[src/rtl/serial_adder_pkg.sv]
// Shared types and constants for the bit-serial adder/subtractor.
package serial_adder_pkg;

  typedef enum logic [1:0] {
    IDLE,
    RUN,
    DONE
  } sa_state_t;

  localparam logic OP_ADD = 1'b0;
  localparam logic OP_SUB = 1'b1;

endpackage

[src/rtl/full_adder.sv]
// Single-bit full adder cell.
module full_adder (
  input  logic a_i,
  input  logic b_i,
  input  logic c_i,
  output logic s_o,
  output logic c_o
);

  assign s_o = a_i ^ b_i ^ c_i;
  assign c_o = (a_i & b_i) | (c_i & (a_i ^ b_i));

endmodule

[src/rtl/serial_adder.sv]
// Bit-serial adder/subtractor: one bit pair per clock, LSB first, registered carry,
// valid/ready handshakes on operand and result sides.
module serial_adder
  import serial_adder_pkg::*;
#(
  parameter int unsigned WIDTH = 8
) (
  input  logic             clk,
  input  logic             rst_n,
  input  logic             in_valid,
  output logic             in_ready,
  input  logic             op_sub,
  input  logic [WIDTH-1:0] a,
  input  logic [WIDTH-1:0] b,
  input  logic             c_in,
  output logic             out_valid,
  input  logic             out_ready,
  output logic [WIDTH-1:0] s_out,
  output logic             c_out,
  output logic             overflow
);

  if (WIDTH < 2) begin : g_width_chk
    $error("serial_adder: WIDTH must be >= 2");
  end

  localparam int unsigned CntW = $clog2(WIDTH);
  localparam logic [CntW-1:0] CntLast = CntW'(WIDTH - 1);

  sa_state_t        state_q, state_d;
  logic [WIDTH-1:0] a_sh_q, a_sh_d;
  logic [WIDTH-1:0] b_sh_q, b_sh_d;
  logic [WIDTH-1:0] s_sh_q, s_sh_d;
  logic             carry_q, carry_d;
  logic             cmsb_q, cmsb_d;
  logic [CntW-1:0]  cnt_q, cnt_d;
  logic             fa_sum, fa_cout;

  full_adder u_full_adder (
    .a_i (a_sh_q[0]),
    .b_i (b_sh_q[0]),
    .c_i (carry_q),
    .s_o (fa_sum),
    .c_o (fa_cout)
  );

  always_comb begin
    state_d   = state_q;
    a_sh_d    = a_sh_q;
    b_sh_d    = b_sh_q;
    s_sh_d    = s_sh_q;
    carry_d   = carry_q;
    cmsb_d    = cmsb_q;
    cnt_d     = cnt_q;
    in_ready  = 1'b0;
    out_valid = 1'b0;
    case (state_q)
      IDLE: begin
        in_ready = 1'b1;
        if (in_valid) begin
          // Subtract is a + ~b + ~c_in, so borrow-in becomes an inverted carry-in.
          a_sh_d  = a;
          b_sh_d  = (op_sub == OP_SUB) ? ~b : b;
          carry_d = (op_sub == OP_SUB) ? ~c_in : c_in;
          cnt_d   = '0;
          state_d = RUN;
        end
      end
      RUN: begin
        a_sh_d  = a_sh_q >> 1;
        b_sh_d  = b_sh_q >> 1;
        s_sh_d  = {fa_sum, s_sh_q[WIDTH-1:1]};
        carry_d = fa_cout;
        cnt_d   = cnt_q + CntW'(1);
        if (cnt_q == CntLast) begin
          // carry_q here is the carry into the MSB, needed for signed overflow.
          cmsb_d  = carry_q;
          state_d = DONE;
        end
      end
      DONE: begin
        out_valid = 1'b1;
        if (out_ready) begin
          state_d = IDLE;
        end
      end
      default: state_d = IDLE;
    endcase
  end

  always_ff @(posedge clk or negedge rst_n) begin
    if (!rst_n) begin
      state_q <= IDLE;
      a_sh_q  <= '0;
      b_sh_q  <= '0;
      s_sh_q  <= '0;
      carry_q <= 1'b0;
      cmsb_q  <= 1'b0;
      cnt_q   <= '0;
    end else begin
      state_q <= state_d;
      a_sh_q  <= a_sh_d;
      b_sh_q  <= b_sh_d;
      s_sh_q  <= s_sh_d;
      carry_q <= carry_d;
      cmsb_q  <= cmsb_d;
      cnt_q   <= cnt_d;
    end
  end

  assign s_out    = s_sh_q;
  assign c_out    = carry_q;
  assign overflow = cmsb_q ^ carry_q;

endmodule
[config.mk]
export PLATFORM = sky130hd
export DESIGN_NAME = serial_adder
export DESIGN_NICKNAME = d
export VERILOG_FILES = /design/src/rtl/serial_adder_pkg.sv /design/src/rtl/full_adder.sv /design/src/rtl/serial_adder.sv
export SDC_FILE = /design/constraint.sdc
export NUM_CORES = 1
export LEC_CHECK = 0
export CORE_MARGIN = 8
export CORE_UTILIZATION = 40
export CTS_CLUSTER_DIAMETER = 100
export DETAILED_ROUTE_END_ITERATION = 16
export PLACE_DENSITY = 0.78
export SLEW_MARGIN = 20
export SYNTH_ARGS = -nofsm -noshare
export SYNTH_HDL_FRONTEND = slang
export SYNTH_HIERARCHICAL = 1
export SYNTH_SLANG_ARGS = --single-unit
[constraint.sdc]
create_clock -name clk -period 1.4 [get_ports clk]
set_input_delay 0.28 -clock clk [delete_from_list [all_inputs] [get_ports clk]]
set_output_delay 0.28 -clock clk [all_outputs]
set_load 0.01 [all_outputs]
==> metrics.cfg <==
[clock_tree]
clock_latency_ns = 0.28
cts-root-buf = clkbuf_8
clkTransAtPathRegs_ns = 0.07
cts_hold_buffers = 0
cts_tree = built
clock_path_buffers = 2
cts_buffers = 5
cts_sinks = 31
cts_max_level = 2

[critical_path]
start_kind = register
r2r_slack_ns = 0.03
path_max_fanout = 4
critical_path.max_stage_delay_ns = 0.42
crit_required_ns = 1.12
cp-end-kind = output pin
crit_chain = nor2_2 -> clkdlybuf4s15_2
slowest_stage = dfrtp_1
worstSetupPathType = reg -> out
arrival_ns = 1.10

[detailed_routing]
drtPass1Iterations = 4
routed_wl_um = 3444
via_per_inst = 5.056
drtIter0Drc = 37
wl_per_cell_um = 14.78
drc = 0
ant_nets = 0
vias = 1178

[logic_synthesis]
syn-cell-area_um2 = 1466
seq_area_frac_synth = 0.5290
synth_compound_area_frac = 0.1613
synth_cell_types = 25
synth_nets = 163
synth_fa_ha_area_frac = 0.03072
yosys_warnings = 6
synthCells = 138
ys_seq_elements = 31
synthXorXnorAreaFrac = 0.05973
avgSynthCellArea_um2 = 10.63
yosysTopAreaCellShare = 0.5290
yosys.area.top_type = dfrtp_1
synthMuxAreaShare = 0.007679
synth_top_family_by_area = simple AND/OR/NAND/NOR gates
synthTopCellsByArea = dfrtp_1 (53%), nand2_1 (9.2%), a221o_1 (5.5%)
synth-simple-area-share = 0.1749

[sta]
fin_skew_ns = 0.008087
fin_crit_ns = 1.376
worst_slew_pin_slew_ns = 0.3449
setup_ws_ns = 0.02373
finalSetupViolCount = 0
hold_violations = 0
clock.fmax_ghz = 0.7266
whs_ns = 0.3611
rsz0062_at_grt = yes
max-slew-margin-rel = 0.7697
post-route-period-util = 0.9830
drv_slew = 0

[floorplanning]
coreArea_um2 = 3606
die_w_um = 76.55
start_util = 0.4067
die_area_um2 = 5859
dieHeight_um = 76.55
ios = 34
rows = 22

[place]
gp_congestion = 0.7406
dpl.cell_count = 223
place_area_um2 = 1917
hpwlAfterDp_um = 2491
place.port_buffers = 33
dp_slack_ns = -0.2843

[final_layout]
antenna_cells = 0
syn_to_final_growth_pct = 38.82
nNetsFinal = 209
drive_above_1_share = 0.1892
fin_util = 0.5645
final_area_um2 = 2036
fin_cells = 233

[power]
power_frac_seq = 0.396
ir_worst_vdd_mv = 0.6867
p_int_uw = 2413
switching_power_uw = 1380
leakage_uw = 0.001006
powerDensity_nw_per_um2 = 1863
power_frac_clock = 0.177
pwr-share-comb = 0.426
swShare = 0.3639

[grt]
grt_pass1_wl_um = 5671
grt_pass1_vias = 1205
grt_overflow = 0
grt_max_degree = 32
track_usage = 0.1232
antenna_found_initial = 0

[hold_path]
hp-class = in -> async

[run]
cap_violations = 0

[outcome]
status = completed

-- path summary, 6_finish.rpt --
| check | from | endpoint | depth (start not counted) |
|---|---|---|---|
| setup / recovery | state_q[1] | in_ready | 2 |
| hold / removal | rst_n | b_sh_q[3] | 2 |
| setup reg to reg | state_q[1] | b_sh_q[5] | 3 |
| hold reg to reg | s_out[0] | s_out[0] | 2 |
| max in group asynchronous | rst_n | state_q[0] | 2 |
| min in group clk | s_out[0] | s_out[0] | 2 |
-- cells in the final DEF (no fill, tap or decap), types with 2 or more instances in the layout --
cell | Yosys | routed
a22oi_1 | 7 | 7
o21bai_4 | 1 | 2
buf_4 | 2 | 13
clkinv_2 | 0 | 3
o21ai_1 | 8 | 8
clkdlybuf4s50_1 | 0 | 20
xor2_1 | 9 | 9
dfrtp_1 | 31 | 30
dlygate4sd2_1 | 0 | 8
a22o_1 | 3 | 3
nand2_1 | 36 | 35
and3b_1 | 7 | 7
a221o_1 | 8 | 8
nand2b_1 | 4 | 3
clkbuf_8 | 0 | 5
ha_1 | 2 | 2
-- timing repair --
item,CTS,global route
pin swaps,0,1
endpoints found under the setup margin,13,19
cloned,1,0
resized for setup,18,13
setup buffers,1,0
-- per-stage QoR --
| stage | power, uW | setup TNS, ns |
|---|---|---|
| finish | 3793 | 0 |
| global route | 4095 | -0.06652 |
| CTS | 3788 | -0.04466 |
| detailed placement | 3162 | -3.585 |
| floorplan | 2445 | 0 |
| global placement | 3039 | -2.654 |
-- cell usage after synthesis (all sizes together) --
| cell | number |
|---|---|
| a21oi | 1 |
| a221o | 8 |
| a22o | 3 |
| a22oi | 7 |
| a2bb2oi | 1 |
| and2b | 1 |
| and3b | 7 |
| buf | 9 |
| dfrtp | 31 |
| fa | 1 |
| ha | 2 |
| inv | 1 |
| mux2 | 1 |
| nand2 | 36 |
| nand2b | 4 |
| nor2 | 2 |
| nor2b | 2 |
| nor3 | 1 |
| o21ai | 9 |
| o21bai | 1 |
| xnor2 | 1 |
| xor2 | 9 |
-- layer usage --
layer,GRT usage,routed length [um]
met2,0.1997,1717
met1,0.1310,1431
met3,0.03892,169
met4,0.09423,125
met5,0,0
-- flip-flops by register name, summed over array words and instances, names as in the netlist --
register and count:
cnt_q 3, c_out 1, s_out 8, b_sh_q 8
a_sh_q 8, cmsb_q 1, state_q 2
-- critical path: cells and delay by family, from the launching register on --
| family | cells | cell delay [ns] |
|---|---|---|
| DFF | 1 | 0.42 |
| buffers and inverters | 1 | 0.24 |
| and+or+nand+nor | 1 | 0.15 |
-- power by group through the flow --
stage	combinational, uW	clock, uW	sequential [uW]
finish	1620	672	1500
global route	1800	737	1560
CTS	1610	688	1490
detailed placement	1650	0	1510
global placement	1560	0	1480
floorplan	928	0	1520
-- cell type report --
| type | instances | area [um2] |
|---|---|---|
| fillers | 320 | 1570 |
| flip-flops and latches | 31 | 777.0 |
| multi-input cells | 98 | 679.4 |
| repair buffers | 47 | 431.7 |
| clock buffers | 5 | 68.82 |
| well taps | 48 | 60.06 |
| clock inverters | 3 | 15.01 |
| inverters | 1 | 3.754 |
-- cell families after synthesis --
family	count (synthesis)
buffers and inverters	10
and+or+nand+nor	53
AOI/OAI and AO/OA	30
xor gates and xnor gates	10
muxes	1
adders and majority gates	3
DFF	31
(Power assumes the default switching activity.)
